### src/rtl/cargador_pkg.sv
// cargador_pkg: shared types and constants for the RGB run-time loader.
// State encoding, colour indices (shared with temporizador flags), the
// busy code shown on sel, and the lockout counter width.
package cargador_pkg;

   typedef enum logic [2:0] {
      LOAD_R,
      LOAD_G,
      LOAD_B,
      FIRE,
      BUSY
   } estado_t;

   localparam logic [1:0] COL_R    = 2'd2;
   localparam logic [1:0] COL_G    = 2'd1;
   localparam logic [1:0] COL_B    = 2'd0;
   localparam logic [1:0] SEL_BUSY = 2'd3;

   localparam int unsigned CNT_W = 7;

endpackage

### src/rtl/cargador_rgb_antirrebote.sv
// antirrebote: button conditioning for cargador_rgb.
// 2-FF synchronizer, optional debounce (CARGADOR_DEBOUNCE_EN) and a
// registered rising-edge detector producing a one-cycle press pulse.
module antirrebote #(
   parameter int unsigned DEB_CYCLES = 16
) (
   input  logic clk,
   input  logic rst_n,
   input  logic btn,
   output logic press
);

   logic sinc_a;
   logic sinc_b;
   logic nivel;
   logic nivel_q;

   if (DEB_CYCLES == 0) begin : g_deb_chk
      $error("antirrebote: DEB_CYCLES must be nonzero");
   end

   // two-flop synchronizer for the asynchronous button
   always_ff @(posedge clk or negedge rst_n) begin
      if (!rst_n) begin
         sinc_a <= 1'b0;
         sinc_b <= 1'b0;
      end else begin
         sinc_a <= btn;
         sinc_b <= sinc_a;
      end
   end

`ifdef CARGADOR_DEBOUNCE_EN
   localparam int unsigned CW = $clog2(DEB_CYCLES + 1);
   logic [CW-1:0] cuenta;

   // count consecutive high samples; any low sample restarts the count
   always_ff @(posedge clk or negedge rst_n) begin
      if (!rst_n) begin
         cuenta <= '0;
      end else if (!sinc_b) begin
         cuenta <= '0;
      end else if (cuenta != CW'(DEB_CYCLES)) begin
         cuenta <= cuenta + 1'b1;
      end
   end

   assign nivel = (cuenta == CW'(DEB_CYCLES));
`else
   assign nivel = sinc_b;
`endif

   // registered rising-edge detect: one pulse per accepted press
   always_ff @(posedge clk or negedge rst_n) begin
      if (!rst_n) begin
         nivel_q <= 1'b0;
         press   <= 1'b0;
      end else begin
         nivel_q <= nivel;
         press   <= nivel & ~nivel_q;
      end
   end

endmodule

### src/rtl/cargador_rgb.sv
// cargador_rgb: operator loader for the three per-colour motor run times.
// Captures R, G, B intensities one press at a time, scales and saturates
// them, fires a one-cycle enter pulse and locks out the operator until
// temporizador finishes. Optional macro: CARGADOR_DEBOUNCE_EN.
module cargador_rgb
   import cargador_pkg::*;
#(
   parameter int unsigned UNIT       = 2,
   parameter int unsigned MAX_CICLOS = 15,
   parameter int unsigned DEB_CYCLES = 16
) (
   input  logic       clk,
   input  logic       rst_n,
   input  logic       btn,
   input  logic [2:0] sw,
   output logic       enter,
   output logic [4:0] ciclos_R,
   output logic [4:0] ciclos_G,
   output logic [4:0] ciclos_B,
   output logic [1:0] sel,
   output logic       busy
);

   localparam int unsigned PW = 3 + $clog2(UNIT + 1);

   if (MAX_CICLOS > 15 || UNIT == 0) begin : g_param_chk
      $error("cargador_rgb: MAX_CICLOS must be <= 15 and UNIT nonzero");
   end

   logic              press;
   estado_t           estado;
   logic [PW-1:0]     prod;
   logic [4:0]        escalado;
   logic [CNT_W-1:0]  cnt;
   logic [CNT_W-1:0]  carga;

   antirrebote #(
      .DEB_CYCLES(DEB_CYCLES)
   ) u_antirrebote (
      .clk  (clk),
      .rst_n(rst_n),
      .btn  (btn),
      .press(press)
   );

   // scale the switch value and saturate before narrowing to 5 bits
   always_comb begin
      prod     = PW'(sw) * PW'(UNIT);
      escalado = (prod > PW'(MAX_CICLOS)) ? 5'(MAX_CICLOS) : 5'(prod);
   end

   // FIRE counts as the first lockout cycle, so BUSY is loaded one short
   always_comb begin
      carga = CNT_W'(ciclos_R) + CNT_W'(ciclos_G) + CNT_W'(ciclos_B) + CNT_W'(2);
   end

   // load sequence, fire pulse and lockout, all outputs registered
   always_ff @(posedge clk or negedge rst_n) begin
      if (!rst_n) begin
         estado   <= LOAD_R;
         enter    <= 1'b0;
         ciclos_R <= '0;
         ciclos_G <= '0;
         ciclos_B <= '0;
         sel      <= COL_R;
         busy     <= 1'b0;
         cnt      <= '0;
      end else begin
         case (estado)
            LOAD_R: begin
               if (press) begin
                  ciclos_R <= escalado;
                  sel      <= COL_G;
                  estado   <= LOAD_G;
               end
            end
            LOAD_G: begin
               if (press) begin
                  ciclos_G <= escalado;
                  sel      <= COL_B;
                  estado   <= LOAD_B;
               end
            end
            LOAD_B: begin
               if (press) begin
                  ciclos_B <= escalado;
                  sel      <= SEL_BUSY;
                  busy     <= 1'b1;
                  enter    <= 1'b1;
                  estado   <= FIRE;
               end
            end
            FIRE: begin
               enter  <= 1'b0;
               cnt    <= carga;
               estado <= BUSY;
            end
            BUSY: begin
               if (cnt <= CNT_W'(1)) begin
                  cnt    <= '0;
                  busy   <= 1'b0;
                  sel    <= COL_R;
                  estado <= LOAD_R;
               end else begin
                  cnt <= cnt - 1'b1;
               end
            end
            default: begin
               enter  <= 1'b0;
               busy   <= 1'b0;
               sel    <= COL_R;
               cnt    <= '0;
               estado <= LOAD_R;
            end
         endcase
      end
   end

endmodule

### config.mk
export PLATFORM = sky130hd
export DESIGN_NAME = cargador_rgb
export DESIGN_NICKNAME = d
export VERILOG_FILES = /design/src/rtl/cargador_pkg.sv /design/src/rtl/cargador_rgb_antirrebote.sv /design/src/rtl/cargador_rgb.sv
export SDC_FILE = /design/constraint.sdc
export NUM_CORES = 1
export LEC_CHECK = 0
export CORE_ASPECT_RATIO = 1.25
export CORE_MARGIN = 3
export CORE_UTILIZATION = 48
export DETAILED_ROUTE_END_ITERATION = 16
export DONT_BUFFER_PORTS = 1
export PLACE_DENSITY = 0.63
export SLEW_MARGIN = 25
export SYNTH_ARGS = -nofsm -noshare
export SYNTH_HDL_FRONTEND = slang
export SYNTH_SLANG_ARGS = --single-unit
export TNS_END_PERCENT = 50
### constraint.sdc
create_clock -name clk -period 5.7 [get_ports clk]
set_input_delay 0.57 -clock clk [delete_from_list [all_inputs] [get_ports clk]]
set_output_delay 0.57 -clock clk [all_outputs]
set_load 0.01 [all_outputs]
[After elaboration in Yosys (flattened, before gate mapping)]
Index checks and enable logic that the tools add are counted.
Operators by class
  bitwise logic cells: 5
  $add $sub $neg: 4
  mux-type cells: 17
  magnitude comparators: 2
  reduce and logical (&&, ||, !) cells: 11
  eq/ne operators: 8
Operators with widths (count)
  $pmux 7 s3: 1
  $pmux 3 s5: 1
  $mux 3: 4
  $pmux 2 s5: 1
  $reduce_or 3->1: 3
  $mux 2: 4
  $reduce_and 2->1: 4
  $add 6x5->7: 1
  $add 7x2->7 const B: 1
  $le 7x1->1 const B: 1
  $mux 7: 1
  $sub 7x1->7 const B: 1
  $add 5x5->6: 1
  $eq 3x2->1 const B: 2
  $ne 2x1->1 const B: 3
  $reduce_and 5->1: 1
  $gt 4x4->1 const B: 1
  $mux 4: 1
  $not 1->1: 4
  $reduce_and 4->1: 1
  $eq 3x1->1 const B: 1
  $eq 3x3->1 const B: 1
  $logic_not 3->1: 1
  $pmux 1 s3: 1
  other kinds (5): 6
Word-level totals
  input port bits: 6
  output and inout bits: 19
  word-level logic and storage cells: 59
  register bits after elaboration: 33

[Longest topological paths before layout]
Gate-level depths: netlist (run 1).
  depth in word-level cells: 4
  mapped depth: 8
  gate-level depth less buffers: 8

[Cells and area by module]
From an unflattened synthesis (run 1), not the netlist that was laid out.
Unflattened totals
  cells, all modules: 138
  area, all modules: 1425.1 µm²
By module, submodules not included
  cargador_rgb: instances 1, seq. area each 576.8 µm², cells each 133, area an instance 1311.3 µm²
  antirrebote: instances 1, seq. area each 100.1 µm², cells each 5, area an instance 113.9 µm²

[Least setup slack after synthesis (run 1)]
No wires, ideal clock.
  kind: flip-flop to flip-flop
  start: register ciclos_R[2]
  end: register cnt[3]
  library setup time: 0.124 ns
  data required time: 5.576 ns
  path buffers: 0
  slack: 3.644 ns
  data arrival time: 1.932 ns
  cell stages (with the launch flop): 9
  period minus slack after synthesis: 2.056 ns
  cell sequence: dfrtp_1 > inv_1 > fa_1 > inv_1 > ha_1 > nand3b_1 > a21boi_0 > nor3_1 > a211o_1
Between the ends
  cells in the longest elaborated chain, start to end: 4
Ends and longest elaborated chain
  start: declaration: RTL line cargador_rgb.sv:17  | output logic [4:0] ciclos_R,
  start signal: assignment: RTL line cargador_rgb.sv:72  | ciclos_R <= escalado;
  $add 5x5->6: RTL line cargador_rgb.sv:54  | carga = CNT_W'(ciclos_R) + CNT_W'(ciclos_G) + CNT_W'(ciclos_B) + CNT_W'(2);
  $add 6x5->7: RTL line cargador_rgb.sv:54
  $add 7x2->7: RTL line cargador_rgb.sv:54
  $pmux 7 s3: RTL line cargador_rgb.sv:69  | case (estado)
  end signal: assignment: RTL line cargador_rgb.sv:95  | cnt <= carga;
  end signal: assignment: RTL line cargador_rgb.sv:105  | cnt <= cnt - 1'b1;
  end: declaration: RTL line cargador_rgb.sv:34  | logic [CNT_W-1:0] cnt;
Every way passes these cells.
A chain may end at the register's enable or synchronous reset.

[Worst setup path after layout (run 1)]
Ends and elaborated chain as after synthesis.

==> results of run 1 <==
-- cells by family (layout without fill, tap and decap cells) --
family	after synthesis	count (layout)	synth area share, %
muxes	4	4	3.14
DFF	27	27	47.2
xor gates and xnor gates	5	5	3.06
AOI/OAI and AO/OA	30	30	14.5
and+or+nand+nor	38	38	14.9
adders and majority gates	8	8	8.03
buffers and inverters	23	18	8.82
other	1	6	0.262
-- power groups by stage --
stage	registers, W	clock network [W]	logic (W)
after floorplan	0.000343	0	0.000372
after global placement	0.000376	0	0.000398
after detailed placement	0.000378	0	0.000409
after CTS	0.000374	0.0000838	0.000418
after global routing	0.000388	0.0000945	0.000483
final	0.000375	0.0000813	0.000417
-- routing by layer --
layer  vias to the layer above  part of all wire (%)  GRT usage (%)
met4                         0                   1.4           6.54
met2                        17                    48           25.4
met5                         -                     0              0
met1                       440                    45           20.4
li1                        449                     -              -
met3                         4                   5.1           4.03
-- metrics by stage --
| step | hold WS, ns | std cells | setup slack [ns] | power (W) | instance area [um^2] |
|---|---|---|---|---|---|
| 6_report | 0.0381 | 170 | 3.47 | 0.000873 | 1480 |
| 5_1_grt | 0.0119 | 170 | 3.26 | 0.000966 | 1480 |
| 4_1_cts | 0.0384 | 170 | 3.46 | 0.000876 | 1460 |
| 3_5_place_dp | 0.275 | 165 | 3.50 | 0.000787 | 1420 |
| 3_3_place_gp | 0.275 | 165 | 3.52 | 0.000774 | 1420 |
| 2_1_floorplan | 0.274 | 141 | 3.64 | 0.000715 | 1450 |
-- Yosys cell counts (2+ instances only) --
master / number / area share, %
a211o_1: 2 / 1.2
a21oi_1: 5 / 1.7
buf_4: 6 / 3.1
clkbuf_1: 2 / 0.52
dfrtp_1: 26 / 45
fa_1: 2 / 2.8
ha_1: 6 / 5.2
inv_1: 13 / 3.4
mux2_2: 4 / 3.1
nand2_1: 10 / 2.6
nand2b_1: 3 / 1.3
nand3b_1: 3 / 1.6
nor2_1: 5 / 1.3
nor2b_1: 2 / 0.87
nor3_1: 4 / 1.4
nor3b_1: 7 / 3.7
o211ai_1: 2 / 1.0
o21ai_0: 10 / 3.5
xnor2_1: 4 / 2.4
-- critical path: cells and delay by family (launching register included) --
family,cells,cell delay [ns]
AND/OR/NAND/NOR,2,0.19
buffers and inverters,2,0.13
adder cells (fa/ha/maj),2,0.85
AO/OA/AOI/OAI,2,0.53
flip-flops,1,0.43
-- final cells by class --
| class | instances | area [um^2] |
|---|---|---|
| flip-flops and latches | 27 | 677 |
| clock inverters | 1 | 5.00 |
| inverters | 13 | 48.8 |
| clock buffers | 3 | 22.5 |
| well taps | 34 | 42.5 |
| multi-input cells | 91 | 659 |
| repair buffers | 1 | 20.0 |
| fillers | 256 | 1280 |
-- worst min path at each step --
stage / slack, ns / startpoint / endpoint / depth (start not counted)
after floorplan: 0.27 / rst_n / busy$_DFFE_PN0P_ / 0
after global placement: 0.28 / rst_n / enter$_DFFE_PN0P_ / 0
after detailed placement: 0.28 / rst_n / enter$_DFFE_PN0P_ / 0
after CTS: 0.04 / rst_n / cnt[0]$_DFFE_PN0N_ / 1
after global routing: 0.01 / rst_n / cnt[6]$_DFFE_PN0N_ / 1
final: 0.04 / rst_n / cnt[6]$_DFFE_PN0N_ / 1
-- sequential cells by signal, summed over array words and instances (netlist names) --
name and flops:
u_antirrebote.nivel_q 1, cnt 7, ciclos_R 3, estado 3, ciclos_G 3, u_antirrebote.nivel 1, u_antirrebote.press 1, busy 1
sel 2, ciclos_B 3, u_antirrebote.sinc_a 1, enter 1
-- what timing repair did --
item | in CTS | in global routing
gates resized for setup | 0 | 0
hold buffers | 1 | 0
hold endpoints to repair | 26 | 0
==> impl_metrics.env, run 1 <==
export IMPL_outcome="complete, no violations"
export IMPL_crit_top_cell="inv_1"
export IMPL_drc=0
export IMPL_reg2reg_from="ciclos_R[2]$_DFFE_PN0P_"
export IMPL_io_pins=25
export IMPL_cts_buffers=3
export IMPL_place_gp_congestion=0.794
export IMPL_cts_root_buffer="clkbuf_4"
export IMPL_peakVddDrop_uv=338
export IMPL_first_pass_iters=4
export IMPL_wirelength_um=2480
export IMPL_end_kind="flip-flop"
export IMPL_max_slew_margin_pct=46.0
export IMPL_seq_area_frac_synth_pct=47.2
export IMPL_path_class="reg -> reg"
export IMPL_cap_violations=0
export IMPL_critPathSlowestCell="fa_1"
export IMPL_pwr_share_clk_pct=9.3
export IMPL_crit_fanout=3
export IMPL_avgViaCountPerCell=5.35
export IMPL_crit_chain="inv_1 -> fa_1 -> inv_1 -> ha_1 -> nand3b_1 -> a21boi_0 -> nor3_1 -> a211o_1"
export IMPL_drive_above_1_share_pct=11.0
export IMPL_cp_arrival_ns=2.45
export IMPL_overflow=0
export IMPL_tns_ns=0
export IMPL_total_leakage_power_nw=0.672
export IMPL_hold_viol=0
export IMPL_r2r_worst_path_cells=8
export IMPL_wl_per_cell_um=14.6
export IMPL_path_clk_slew_ns=0.14
export IMPL_die_area_um2=3680
export IMPL_power_share_combinational_pct=47.7
export IMPL_postRouteAntennaNets=0
export IMPL_grt_util_all_layers_pct=16.1
export IMPL_cp_start_kind="flip-flop"
export IMPL_place_hpwl_um=1790
export IMPL_synth_ff_type="dfrtp_1"
export IMPL_drt_first_iter_violations=19
export IMPL_postCtsSetupBuffers=0
export IMPL_final_util_pct=53.5
export IMPL_die_y_um=67.1
export IMPL_syn_inst=136
export IMPL_ys_types=39
export IMPL_cts_sinks=27
export IMPL_max_freq_mhz=449
export IMPL_rsz0062_at_grt="false"
export IMPL_syn_area_um2=1430
export IMPL_start_util_pct=51.9
export IMPL_period_needed_ns=2.23
export IMPL_grt_pass1_vias=978
export IMPL_ys_ff_latch=27
export IMPL_grt_pass1_wl_um=4270
export IMPL_cts_max_level=1
export IMPL_synth_avg_cell_area_um2=10.5
export IMPL_required_ns=5.92
export IMPL_reg2reg_to="cnt[3]$_DFFE_PN0N_"
export IMPL_async_flop_share_pct=100
export IMPL_cts_tree="done"
export IMPL_nNetsFinal=151
export IMPL_cts_path_max_buffers=2
export IMPL_p_sw_w=0.000371
export IMPL_powerDensity_nw_per_um2=592
export IMPL_die_w_um=54.9
export IMPL_internal_power_w=0.000502
export IMPL_final_cell_mix="26 x dfrtp_1, 13 x inv_1, 10 x o21ai_0, 10 x nand2_1, 7 x nor3b_1"
export IMPL_antenna_cells=0
export IMPL_r2r_slack_ns=3.47
export IMPL_yosys_warnings=0
export IMPL_areaGrowthSynthToFinish_pct=2.97
export IMPL_antenna_found_initial=0
export IMPL_seq_power_share_pct=43.0
export IMPL_finalSetupViolCount=0
export IMPL_switching_share_pct=42.5
export IMPL_grt_start_max_net_pins=27
export IMPL_port_buffers=0
export IMPL_cp_endpoint="cnt[3]$_DFFE_PN0N_"
export IMPL_fp_coreArea_um2=2760
export IMPL_critical_path_startpoint="ciclos_R[2]$_DFFE_PN0P_"
export IMPL_cp_slowest_stage_delay_ns=0.53
export IMPL_synth_enable_flop_cells=0
export IMPL_core_rowCount=21
export IMPL_vias=910
export IMPL_clkLatencyLatePin_ns=0.32
export IMPL_clock_skew_ns=0.00811
export IMPL_slew_violations=0
export IMPL_worstMarginPinSlew_ns=0.804
export IMPL_post_route_period_util_pct=39.0
export IMPL_final_common_cell="dfrtp_1"
export IMPL_worstHoldPathType="in -> async"
(Power assumes the default switching activity.)
==> inputs of run 2 (changes only) <==
==> constraint.sdc (replaced) <==
create_clock -name clk -period 2.05 [get_ports clk]
set_input_delay 0.205 -clock clk [delete_from_list [all_inputs] [get_ports clk]]
set_output_delay 0.205 -clock clk [all_outputs]
set_load 0.01 [all_outputs]
==> run 2 against run 1 <==
Effect of this change: the flow now finishes with violations (negative hold slack); global-route usage up 0.37 points; fmax up 13%; critical path depth unchanged; die area unchanged; first-iteration DRC count down 26%; sequential share of layout area down 4.5 points; setup slack worse by 3.4 ns; hold slack worse by 0.052 ns.
==> impl_metrics.env, run 2 (synthesis gave the netlist of run 1 again) <==
export IMPL_worstMarginPinSlew_ns=0.619
export IMPL_rsz0062_at_grt="true"
export IMPL_outcome="finished with violations"
export IMPL_grt_util_all_layers_pct=16.5
export IMPL_worstHoldPathType="in -> reg"
export IMPL_grt_start_max_net_pins=28
export IMPL_final_common_cell="dfrtp_1"
export IMPL_path_clk_slew_ns=0.15
export IMPL_cts_buffers=3
export IMPL_max_slew_margin_pct=58.8
export IMPL_antenna_found_initial=0
export IMPL_drive_above_1_share_pct=21.7
export IMPL_fp_coreArea_um2=2760
export IMPL_cp_start_kind="flip-flop"
export IMPL_wl_per_cell_um=14.6
export IMPL_start_util_pct=51.9
export IMPL_die_y_um=67.1
export IMPL_path_class="reg -> reg"
export IMPL_port_buffers=0
export IMPL_cap_violations=0
export IMPL_cts_root_buffer="clkbuf_4"
export IMPL_drc=0
export IMPL_post_place_cells=173
export IMPL_powerDensity_nw_per_um2=1730
export IMPL_io_pins=25
export IMPL_cts_path_max_buffers=2
export IMPL_areaGrowthSynthToFinish_pct=14.1
export IMPL_vias=995
export IMPL_finalSetupViolCount=0
export IMPL_total_leakage_power_nw=0.746
export IMPL_max_freq_mhz=507
export IMPL_avgViaCountPerCell=5.35
export IMPL_nNetsFinal=167
export IMPL_period_needed_ns=1.97
export IMPL_final_cell_mix="26 x dfrtp_1, 10 x inv_1, 10 x o21ai_0, 10 x nand2_1, 10 x buf_4"
export IMPL_cts_sinks=27
export IMPL_die_w_um=54.9
export IMPL_die_area_um2=3680
export IMPL_first_pass_iters=4
export IMPL_core_rowCount=21
export IMPL_final_util_pct=59.3
export IMPL_tns_ns=0
export IMPL_fillers=234
export IMPL_required_ns=2.30
export IMPL_grt_pass1_wl_um=4440
export IMPL_violations="negative hold slack"
export IMPL_grt_pass1_vias=979
export IMPL_cp_arrival_ns=2.22
export IMPL_cts_tree="done"
export IMPL_overflow=0
export IMPL_antenna_cells=0
export IMPL_clkLatencyLatePin_ns=0.34
export IMPL_hold_ws_ns=-0.0137
export IMPL_cts_max_level=1
export IMPL_end_kind="flip-flop"
export IMPL_largest_reg_flops=7
export IMPL_crit_fanout=3
export IMPL_clock_skew_ns=0.00247
export IMPL_peakVddDrop_uv=1410
export IMPL_regMostFlops="cnt"
export IMPL_postRouteAntennaNets=0
export IMPL_drt_first_iter_violations=14
export IMPL_place_gp_congestion=0.796
export IMPL_slew_violations=0
export IMPL_fin_cells=186
export IMPL_post_route_period_util_pct=96.3
export IMPL_place_hpwl_um=1930
export IMPL_hold_viol=1
export IMPL_wirelength_um=2710
run 2: per-stage QoR:
step | total power [W] | worst slack, ns | area, um^2
after global placement | 0.00222 | 0.0401 | 1480
final | 0.00283 | 0.0759 | 1640
after floorplan | 0.00199 | 0.0131 | 1450
after detailed placement | 0.00228 | -0.0608 | 1480
after CTS | 0.00269 | 0.0206 | 1600
after global routing | 0.00306 | -0.00540 | 1640
run 2: per-layer routing:
metal | track usage [%] | vias to the layer above | part of all wire [%]
met3 | 3.36 | 4 | 4.5
li1 | - | 483 | -
met5 | 0 | - | 0
met2 | 26.0 | 22 | 49
met1 | 21.3 | 486 | 45
met4 | 6.85 | 0 | 1.1
run 2: final cells by class:
| class | instances | area, um^2 | area share [%] |
|---|---|---|---|
| inverters | 13 | 48.8 | 2.98 |
| clock inverters | 1 | 7.51 | 0.459 |
| clock buffers | 3 | 22.5 | 1.38 |
| multi-input cells | 91 | 682 | 41.7 |
| repair buffers | 17 | 155 | 9.49 |
| flip-flops and latches | 27 | 677 | 41.4 |
| well taps | 34 | 42.5 | 2.60 |
run 2: worst max-delay path, cell delays in order, from the launching register on:
cell and delay [ns]:
dfrtp_1 0.40, inv_2 0.05, fa_1 0.54, inv_2 0.05, ha_4 0.27, nand3b_1 0.10, a21boi_2 0.18, nor3_2 0.06
a211o_1 0.22
run 2: final timing paths:
kind	startpoint	to	slack [ns]	cells after the start
max	ciclos_B[2]$_DFFE_PN0P_	cnt[3]$_DFFE_PN0N_	0.08	8
min	sw[0]	ciclos_G[1]$_DFFE_PN0P_	-0.01	2
max reg2reg	ciclos_B[2]$_DFFE_PN0P_	cnt[3]$_DFFE_PN0N_	0.08	8
min reg2reg	u_antirrebote.sinc_a$_DFF_PN0_	u_antirrebote.nivel$_DFF_PN0_	0.38	0
max in group asynchronous	rst_n	sel[1]$_DFFE_PN1P_	1.56	2
min in group asynchronous	rst_n	cnt[0]$_DFFE_PN0N_	0.26	2
run 2: repair_timing:
item                                   CTS  global route
resized for setup                        3             5
hold buffers                             5             2
pin swaps                                0             5
buffers inserted                         1             1
endpoints found under the hold margin   32             4
setup endpoints to repair                1             2
run 2: power by group:
part	switching (W)	total, W	internal, W
registers	0.000286	0.00103	0.000741
clock network	0.000175	0.000250	0.0000751
logic	0.000723	0.00155	0.000828
total	0.00118	0.00283	0.00164
==> inputs of run 3 (changes only) <==
--- a/config.mk
+++ b/config.mk
@@ -7,10 +7,10 @@
 export LEC_CHECK = 0
 export CORE_ASPECT_RATIO = 1.25
 export CORE_MARGIN = 3
-export CORE_UTILIZATION = 48
+export CORE_UTILIZATION = 50
 export DETAILED_ROUTE_END_ITERATION = 16
 export DONT_BUFFER_PORTS = 1
-export PLACE_DENSITY = 0.63
+export PLACE_DENSITY = 0.65
 export SLEW_MARGIN = 25
 export SYNTH_ARGS = -nofsm -noshare
 export SYNTH_HDL_FRONTEND = slang
==> constraint.sdc (replaced) <==
create_clock -name clk -period 1.9 [get_ports clk]
set_input_delay 0.19 -clock clk [delete_from_list [all_inputs] [get_ports clk]]
set_output_delay 0.19 -clock clk [all_outputs]
set_load 0.005 [all_outputs]
==> run 3 against run 2 <==
Effect of this change: the run ends with negative setup slack left; combinational power increased by 15%; clock skew increased by 0.0045 ns; hold slack improved by 0.28 ns; clock power increased by 2%; first-iteration DRC count increased by 43%; non-clock buffer count increased by 5; cell count increased by 2.7%; sequential cell count unchanged; sequential power about the same; fmax decreased by 0.50%; critical path type unchanged; largest power group unchanged.
==> impl_metrics.env, run 3 (synthesis gave the netlist of run 1 again) <==
export IMPL_outcome="finished with violations"
export IMPL_violations="negative setup slack"
export IMPL_grt_start_max_net_pins=28
export IMPL_wl_per_cell_um=14.5
export IMPL_p_sw_w=0.00124
export IMPL_drive_above_1_share_pct=23.6
export IMPL_place_hpwl_um=2030
export IMPL_worstHoldPathType="in -> async"
export IMPL_port_buffers=0
export IMPL_rsz0062_at_grt="true"
export IMPL_power_share_combinational_pct=58.4
export IMPL_peakVddDrop_uv=1270
export IMPL_max_slew_margin_pct=58.6
export IMPL_path_class="reg -> reg"
export IMPL_seq_power_share_pct=33.3
export IMPL_period_needed_ns=1.98
export IMPL_path_clk_slew_ns=0.15
export IMPL_cts_max_level=1
export IMPL_cap_violations=0
export IMPL_clock_skew_ns=0.00700
export IMPL_regMostFlops="cnt"
export IMPL_drc=0
export IMPL_cts_root_buffer="clkbuf_4"
export IMPL_internal_power_w=0.00180
export IMPL_fp_coreArea_um2=2710
export IMPL_hold_viol=0
export IMPL_postRouteAntennaNets=0
export IMPL_place_gp_congestion=0.751
export IMPL_drt_first_iter_violations=20
export IMPL_nNetsFinal=172
export IMPL_cts_tree="done"
export IMPL_total_leakage_power_nw=0.770
export IMPL_die_y_um=65.8
export IMPL_wirelength_um=2770
export IMPL_avgViaCountPerCell=5.32
export IMPL_pwr_share_clk_pct=8.4
export IMPL_antenna_found_initial=0
export IMPL_post_place_ws_ns=-0.0597
export IMPL_start_util_pct=52.9
export IMPL_required_ns=2.13
export IMPL_final_common_cell="dfrtp_1"
export IMPL_powerDensity_nw_per_um2=1820
export IMPL_slew_violations=0
export IMPL_final_cell_mix="26 x dfrtp_1, 14 x buf_4, 10 x inv_1, 10 x nand2_1, 9 x o21ai_0"
export IMPL_cp_start_kind="flip-flop"
export IMPL_areaGrowthSynthToFinish_pct=16.5
export IMPL_io_pins=25
export IMPL_cts_path_max_buffers=2
export IMPL_setup_slack_ns=-0.0840
export IMPL_grt_pass1_wl_um=4690
export IMPL_grt_util_all_layers_pct=18.3
export IMPL_crit_fanout=3
export IMPL_max_freq_mhz=504
export IMPL_post_route_period_util_pct=104
export IMPL_cts_sinks=27
export IMPL_die_area_um2=3550
export IMPL_core_rowCount=21
export IMPL_antenna_cells=0
export IMPL_final_util_pct=61.7
export IMPL_finalSetupViolCount=4
export IMPL_cts_buffers=3
export IMPL_grt_pass1_vias=1063
export IMPL_worstMarginPinSlew_ns=0.620
export IMPL_first_pass_iters=4
export IMPL_switching_share_pct=40.7
export IMPL_cp_arrival_ns=2.22
export IMPL_overflow=0
export IMPL_end_kind="flip-flop"
export IMPL_largest_reg_flops=7
export IMPL_fillers=228
export IMPL_die_w_um=53.9
export IMPL_clkLatencyLatePin_ns=0.33
export IMPL_vias=1017
==> run 3: through the flow <==
stage                     cells  instance area, um^2  power [W]  hold slack [ns]  setup TNS [ns]
after floorplan             141                 1470    0.00221           -0.106               0
after global placement      178                 1530    0.00256           -0.105               0
after detailed placement    178                 1530    0.00266           -0.105         -0.0661
after CTS                   189                 1650    0.00304         0.000255          -0.180
after global routing        191                 1670    0.00332            0.267          -0.486
final                       191                 1670    0.00304            0.268          -0.139
==> run 3: path summary, 6_finish.rpt <==
| kind | from | endpoint | slack, ns | depth (start not counted) |
|---|---|---|---|---|
| worst max-delay path | ciclos_R[2]$_DFFE_PN0P_ | cnt[3]$_DFFE_PN0N_ | -0.08 | 8 |
| worst min-delay path | rst_n | enter$_DFFE_PN0P_ | 0.27 | 2 |
| worst max register to register | ciclos_R[2]$_DFFE_PN0P_ | cnt[3]$_DFFE_PN0N_ | -0.08 | 8 |
| worst min register to register | u_antirrebote.sinc_a$_DFF_PN0_ | u_antirrebote.nivel$_DFF_PN0_ | 0.38 | 0 |
| max in group asynchronous | rst_n | sel[1]$_DFFE_PN1P_ | 1.41 | 2 |
| min in group clk | u_antirrebote.sinc_a$_DFF_PN0_ | u_antirrebote.nivel$_DFF_PN0_ | 0.38 | 0 |
==> run 3: cell type report <==
| class | count | area, um^2 | share of cell area (%) |
|---|---|---|---|
| Multi-Input combinational cell | 91 | 678 | 40.6 |
| Clock inverter | 1 | 5.00 | 0.300 |
| Clock buffer | 3 | 22.5 | 1.35 |
| Tap cell | 34 | 42.5 | 2.55 |
| Timing Repair Buffer | 22 | 195 | 11.7 |
| Inverter | 13 | 48.8 | 2.92 |
| Sequential cell | 27 | 677 | 40.6 |
==> run 3: routing by layer <==
layer | wire (um) | vias to the layer above | track usage [%]
met4 | 48 | 0 | 7.67
met1 | 1190 | 504 | 21.5
met2 | 1430 | 16 | 31.7
met5 | 0 | - | 0
li1 | - | 493 | -
met3 | 102 | 4 | 3.39
==> run 3: repair_timing <==
item,4_1_cts,5_1_grt
pin swaps,4,3
setup endpoints to repair,4,4
buffers inserted,1,0
cloned,0,0
endpoints found under the hold margin,34,3
resized for setup,3,1
hold buffers,6,2
==> run 3: critical path, cell delays in order (launching register included) <==
cell and delay (ns):
dfrtp_1 0.39, inv_2 0.05, fa_1 0.54, inv_2 0.05, ha_4 0.27, nand3b_1 0.12, a21boi_2 0.19, nor3_2 0.05
a211o_1 0.22
==> run 3: power groups by stage <==
stage	clock, W	sequential (W)	combinational, W
2_1_floorplan	0	0.000979	0.00123
3_3_place_gp	0	0.00102	0.00155
3_5_place_dp	0	0.00103	0.00163
4_1_cts	0.000256	0.00102	0.00177
5_1_grt	0.000282	0.00105	0.00199
6_report	0.000255	0.00101	0.00178
